File: config.mk
export PLATFORM = sky130hd
export DESIGN_NAME = fp_div_result_queue
export DESIGN_NICKNAME = d
export VERILOG_FILES = /design/src/rtl/fp_div_result_queue.sv
export SDC_FILE = /design/constraint.sdc
export NUM_CORES = 1
export LEC_CHECK = 0
export CORE_UTILIZATION = 55
export CTS_CLUSTER_DIAMETER = 30
export DETAILED_ROUTE_END_ITERATION = 8
export GPL_ROUTABILITY_DRIVEN = 0
export PLACE_DENSITY = 0.78
export SKIP_CTS_REPAIR_TIMING = 1
export SYNTH_ARGS = -nofsm -noshare
export SYNTH_HDL_FRONTEND = slang
export SYNTH_SLANG_ARGS = --single-unit
File: constraint.sdc
create_clock -name clk -period 2.6 [get_ports clk]
set_input_delay 0.26 -clock clk [delete_from_list [all_inputs] [get_ports clk]]
set_output_delay 0.26 -clock clk [all_outputs]
set_load 0.1 [all_outputs]
File: src/rtl/fp_div_result_queue.sv
// Result FIFO behind the floating-point divider: buffers {z, status} with a
// valid/ready handshake and keeps sticky exception flags plus a saturating exception count.
module fp_div_result_queue #(
  parameter int sig_width = 23,
  parameter int exp_width = 8,
  parameter int depth     = 4
) (
  input  logic                         clk,
  input  logic                         rst_n,
  input  logic                         in_valid,
  output logic                         in_ready,
  input  logic [sig_width+exp_width:0] in_z,
  input  logic [7:0]                   in_status,
  output logic                         out_valid,
  input  logic                         out_ready,
  output logic [sig_width+exp_width:0] out_z,
  output logic [7:0]                   out_status,
  output logic [$clog2(depth):0]       count,
  input  logic                         flags_clr,
  output logic [4:0]                   sticky_flags,
  output logic [15:0]                  exc_count
);

  localparam int isize = sig_width + exp_width + 1;
  localparam int aw    = $clog2(depth);
  localparam int ew    = isize + 8;
  localparam logic [aw:0]   full_count = (aw+1)'(depth);
  localparam logic [15:0]   exc_max    = 16'hFFFF;

  generate
    if (depth < 2 || (depth & (depth - 1)) != 0) begin : g_bad_depth
      $error("fp_div_result_queue: depth must be a power of 2 and at least 2");
    end
  endgenerate

  logic [aw-1:0] wr_ptr_reg, wr_ptr_next;
  logic [aw-1:0] rd_ptr_reg, rd_ptr_next;
  logic [aw:0]   count_reg, count_next;
  logic [4:0]    sticky_reg, sticky_next;
  logic [15:0]   exc_count_reg, exc_count_next;
  logic [ew-1:0] mem_reg [depth];
  logic [depth-1:0] wr_en;
  logic [ew-1:0] head;
  logic          push, pop;
  logic [4:0]    mapped_flags;
  logic          exc_hit;

  // Handshake depends only on the registered occupancy.
  assign in_ready  = (count_reg != full_count);
  assign out_valid = (count_reg != '0);
  assign push      = in_valid & in_ready;
  assign pop       = out_valid & out_ready;

  assign head       = mem_reg[rd_ptr_reg];
  assign out_z      = head[ew-1:8];
  assign out_status = head[7:0] & 8'hBF;
  assign count        = count_reg;
  assign sticky_flags = sticky_reg;
  assign exc_count    = exc_count_reg;

  // Status bit map {dz, rsvd, inexact, huge, tiny, invalid, inf, zero}
  // reordered into {invalid, dz, overflow, underflow, inexact}.
  assign mapped_flags = {in_status[2], in_status[7], in_status[4], in_status[3], in_status[5]};
  assign exc_hit      = in_status[2] | in_status[7];

  genvar gi;
  generate
    for (gi = 0; gi < depth; gi++) begin : g_wr_en
      assign wr_en[gi] = push && (wr_ptr_reg == aw'(gi));
    end
  endgenerate

  always_ff @(posedge clk or negedge rst_n) begin
    if (!rst_n) begin
      for (int i = 0; i < depth; i++) begin
        mem_reg[i] <= '0;
      end
    end else begin
      for (int i = 0; i < depth; i++) begin
        if (wr_en[i]) begin
          mem_reg[i] <= {in_z, in_status};
        end
      end
    end
  end

  always_comb begin
    wr_ptr_next = wr_ptr_reg;
    rd_ptr_next = rd_ptr_reg;
    count_next  = count_reg;
    if (push) begin
      wr_ptr_next = wr_ptr_reg + aw'(1);
    end
    if (pop) begin
      rd_ptr_next = rd_ptr_reg + aw'(1);
    end
    case ({push, pop})
      2'b10:   count_next = count_reg + (aw+1)'(1);
      2'b01:   count_next = count_reg - (aw+1)'(1);
      default: count_next = count_reg;
    endcase
  end

  // Clear wins first, then the same-cycle push still contributes.
  always_comb begin
    sticky_next    = flags_clr ? 5'd0  : sticky_reg;
    exc_count_next = flags_clr ? 16'd0 : exc_count_reg;
    if (push) begin
      sticky_next = sticky_next | mapped_flags;
      if (exc_hit && exc_count_next != exc_max) begin
        exc_count_next = exc_count_next + 16'd1;
      end
    end
  end

  always_ff @(posedge clk or negedge rst_n) begin
    if (!rst_n) begin
      wr_ptr_reg    <= '0;
      rd_ptr_reg    <= '0;
      count_reg     <= '0;
      sticky_reg    <= '0;
      exc_count_reg <= '0;
    end else begin
      wr_ptr_reg    <= wr_ptr_next;
      rd_ptr_reg    <= rd_ptr_next;
      count_reg     <= count_next;
      sticky_reg    <= sticky_next;
      exc_count_reg <= exc_count_next;
    end
  end

endmodule
Word-level counts from Yosys, hierarchy flattened
Index checks and enable logic that the tools add are counted.
- $add $sub $neg: 5
- order comparisons: 1
- eq/ne operators: 7
- mux-type cells: 9
- bitwise logic cells: 5
- reductions and logical operators: 8
- operators with widths (kind ; number):
    $bmux 40 s2 ; 1
    $mux 40 ; 2
    $mux 16 ; 3
    $add 16x1->16 const B ; 1
    $ne 16x16->1 const B ; 1
    $mux 5 ; 2
    $eq 2x2->1 const B ; 3
    $pmux 3 s2 ; 1
    $logic_and 1x1->1 ; 5
    $or 5x5->5 ; 1
    $add 2x1->2 const B ; 2
    $eq 2x1->1 const B ; 2
    $add 3x1->3 const B ; 1
    $ge 3x3->1 const B ; 1
    $ne 3x3->1 const B ; 1
    $not 2->3 ; 1
    $reduce_bool 3->1 ; 1
    $sub 3x1->3 const B ; 1
    $and 1x1->1 ; 2
    $logic_not 2->1 ; 1
    $reduce_bool 2->1 ; 1
    $or 1x1->1 ; 1
- flip-flop bits (word level): 188
- input bits: 45
- output and inout port bits: 66

Depth between registers and ports, before layout
- depth after elaboration: 5
- depth in mapped cells: 11

Least setup slack after synthesis
Ideal clock, no wire load.
- path kind: flip-flop to flip-flop
- start point: register count_reg[0] (netlist: count[0])
- end point: register count_reg[2] (netlist: count[2])
- data arrival time: 3.033 ns
- slack: -0.595 ns
- stages on the path, launching flop included: 9
- buffers on the path: 0
- period minus slack after synthesis: 3.195 ns
- cells stage by stage: dfrtp_1 > or3_1 > and2_1 > ha_1 > inv_1 > fa_1 > xor2_1 > nor2_1 > xor2_1
- word-level cells in the longest chain between the ends: 4
- ends and longest elaborated chain (item ; RTL line ; source):
    start, declared ; 38 ; logic [aw:0] count_reg, count_next;
    start signal, assigned ; 126 ; count_reg <= count_next;
    $reduce_bool 3->1 (*) ; 50 ; assign out_valid = (count_reg != '0);
    via out_valid ; 14 ; output logic out_valid,
    $and 1x1->1 (*) ; 52 ; assign pop = out_valid & out_ready;
    via pop ; 44 ; logic push, pop;
    $eq 2x1->1 / $eq 2x2->1 (equally long branches) ; 97 ; case ({push, pop})
    $pmux 3 s2 / $reduce_bool 2->1 (equally long branches) ; - ;
The timed path passes the listed nets; every way through them passes the cells marked *.
A chain may end at the register's enable or synchronous reset.

Worst setup path in the final report
- start point: register count_reg[0] (netlist: count[0])
- end point: register count_reg[2] (netlist: count[2])
- word-level cells in the longest chain between the ends: 4
- ends and longest elaborated chain (item ; RTL line):
    $ne 3x3->1 / $reduce_bool 3->1 (equally long branches) ; 49, 50
    $and 1x1->1, on equally long branches ; 51, 52
    $eq 2x1->1 / $eq 2x2->1 (equally long branches) ; 97
    $pmux 3 s2 / $reduce_bool 2->1 (equally long branches) ; -
Several ways; a longest one is shown, not always the timed one.

==> results.py <==
metrics = {
    "outcome": {
        "outcome": "completed",
    },
    "synthesis": {
        "yosysWarnings": 0,
        "ys_ff_latch": 184,
        "synth-seq-area-share_pct": 56.2,
        "ys_async_sr_fraction_pct": 100,
        "synth_nets": 573,
        "synthCells": 522,
        "synthFlopType": "dfrtp_1",
        "ys_types": 45,
        "syn_area_um2": 8190,
        "synth.avg_cell_area_um2": 15.7,
        "synth_edf_count": 0,
    },
    "die": {
        "start_util_pct": 56.4,
        "dieArea_um2": 15400,
        "die_h_um": 124,
        "core.rowCount": 44,
        "io_pins": 111,
        "die_x_um": 124,
        "coreArea_um2": 14500,
    },
    "routing": {
        "drc": 0,
        "vias_per_cell": 5.81,
        "vias": 4858,
        "post_drt_wl_per_cell_um": 19.6,
        "wirelength_mm": 16.4,
        "dr.pass1.iters": 4,
        "drt_iter0_markers": 281,
        "ant_nets": 0,
    },
    "final_layout": {
        "nFillCells": 992,
        "final_util_pct": 70.6,
        "largest_register_ffs": 156,
        "mostFrequentLayoutCells": "179 x dfrtp_1, 145 x mux2_2, 52 x buf_4",
        "layout.nets": 690,
        "drive_gt1_share_pct": 48.3,
        "final_common_cell": "dfrtp_1",
        "n_antenna_cell": 0,
        "final_cells": 836,
        "areaGrowthSynthToFinish_pct": 25.2,
    },
    "sta": {
        "period_minus_slack_ps": 2310,
        "final_hold_viol_count": 0,
        "setup_slack_ps": 290,
        "rsz0062_at_grt": "false",
        "slew_headroom_pct": 57.4,
        "setup_viol": 0,
        "tightestPinTransition_ps": 639,
        "clock_skew_ps": 7.49,
        "fin_setup_tns_ps": 0,
        "period_share_pct": 88.8,
        "slew_violations": 0,
        "fmax_ghz": 0.433,
    },
    "clock_network": {
        "tritoncts": "built",
        "cts.path.max_buffers": 2,
        "cts_root_buf": "clkbuf_16",
        "path_clk_slew_ps": 70,
        "clk_latency_ps": 420,
        "clock_sinks": 184,
        "htree_levels": 4,
        "cts_buffers": 17,
    },
    "grt": {
        "grt_usage_pct": 23.2,
        "overflow": 0,
        "antenna_found_initial": 0,
        "grt_max_degree": 69,
        "grt_pass1_wl_mm": 26.6,
        "grt_pass1_vias": 5156,
    },
    "worst_setup_path": {
        "r2r_slack_ps": 290,
        "crit_path_start_kind": "flip-flop",
        "cp_data_required_time_ps": 2940,
        "path_max_fanout": 13,
        "r2r_end": "count[2]",
        "worst-setup-path-type": "reg -> reg",
        "rr_worst_depth": 10,
        "worstReg2RegStart": "count[0]",
        "critPathArrivalTime_ps": 2650,
        "cp-end-kind": "flip-flop",
    },
    "placed_design": {
        "place_inst": 803,
        "dp_hpwl_mm": 10.8,
        "pre_cts_slack_ps": 318,
        "port_buffers": 108,
    },
    "min_path": {
        "min_path_type": "in -> async",
    },
    "run": {
        "cap_violations": 0,
    },
}
==> layout make-up <==
cell class / instances / area, um2 / share of cell area (%)
clock buffers: 18 / 429 / 4.18
clock inverters: 14 / 106 / 1.04
inverters: 10 / 40.0 / 0.390
multi-input cells: 298 / 3360 / 32.8
flip-flops and latches: 184 / 4620 / 45.0
well taps: 184 / 230 / 2.24
repair buffers: 128 / 1470 / 14.4
==> cell usage after synthesis (2+ instances only) <==
| master | n | area share, % |
|---|---|---|
| nand3_1 | 5 | 0.31 |
| a21oi_1 | 5 | 0.31 |
| xnor2_1 | 7 | 0.75 |
| a22o_1 | 5 | 0.53 |
| mux4_2 | 39 | 11 |
| inv_1 | 9 | 0.41 |
| nor2_1 | 7 | 0.32 |
| mux2i_1 | 4 | 0.49 |
| clkbuf_1 | 3 | 0.14 |
| buf_1 | 3 | 0.14 |
| dfrtp_1 | 184 | 56 |
| o21ai_0 | 2 | 0.12 |
| nand4_1 | 3 | 0.23 |
| mux2_1 | 12 | 1.6 |
| ha_1 | 5 | 0.76 |
| buf_4 | 6 | 0.55 |
| buf_6 | 5 | 0.69 |
| o41ai_1 | 2 | 0.21 |
| mux2_2 | 145 | 20 |
| nor4_1 | 4 | 0.31 |
| nand4b_1 | 3 | 0.32 |
| nand2_1 | 17 | 0.78 |
| a211oi_1 | 4 | 0.37 |
| a31oi_1 | 4 | 0.31 |
| nor2b_1 | 3 | 0.23 |
| nor3_1 | 2 | 0.12 |
| xor2_1 | 3 | 0.32 |
| nand2b_1 | 2 | 0.15 |
| buf_2 | 12 | 0.73 |
| and2_1 | 2 | 0.15 |
==> per-stage QoR <==
step	instance area (um2)	hold WS, ps
3_5_place_dp	9710	302
3_3_place_gp	9710	291
6_report	10300	394
4_1_cts	10200	-149
5_1_grt	10300	466
2_1_floorplan	8210	-35.6
==> worst max-delay path, stage by stage (launching register included) <==
cell	delay, ps
dfrtp_4	510
nor3b_4	310
inv_4	80
and2_4	230
inv_1	70
ha_1	180
inv_1	60
fa_1	370
xor2_1	150
nor2_1	110
xor2_1	160
==> worst max path at each step <==
stage                  startpoint         to  slack [ps]
floorplan                count[0]   count[2]          50
global placement         count[0]   count[2]         320
detailed placement       count[0]   count[2]         320
CTS                 rd_ptr_reg[0]  out_z[30]         250
global route             count[0]   count[2]         160
finish                   count[0]   count[2]         290
==> kinds of logic (layout without fill, tap and decap cells) <==
kind of cell | Yosys count | in the layout | synth area share, %
flops | 184 | 184 | 56.2
mux | 200 | 200 | 32.8
simple gates | 56 | 56 | 3.79
compound gates | 25 | 25 | 2.18
other cells | 1 | 1 | 0.0458
fa+ha+maj | 6 | 6 | 1.01
xor+xnor | 10 | 10 | 1.07
buf+inv | 40 | 170 | 2.89
==> metal layers <==
| metal | part of all wire (%) | track usage (%) | up-vias |
|---|---|---|---|
| met4 | 0.95 | 6.18 | 0 |
| met2 | 49 | 36.8 | 112 |
| li1 | - | - | 2174 |
| met1 | 46 | 32.1 | 2556 |
| met5 | 0 | 0 | - |
| met3 | 4.5 | 5.68 | 16 |
Power is left out: the tool's default activity adds up to more than one toggle a clock period on the data nets, which glitch-free logic cannot reach.
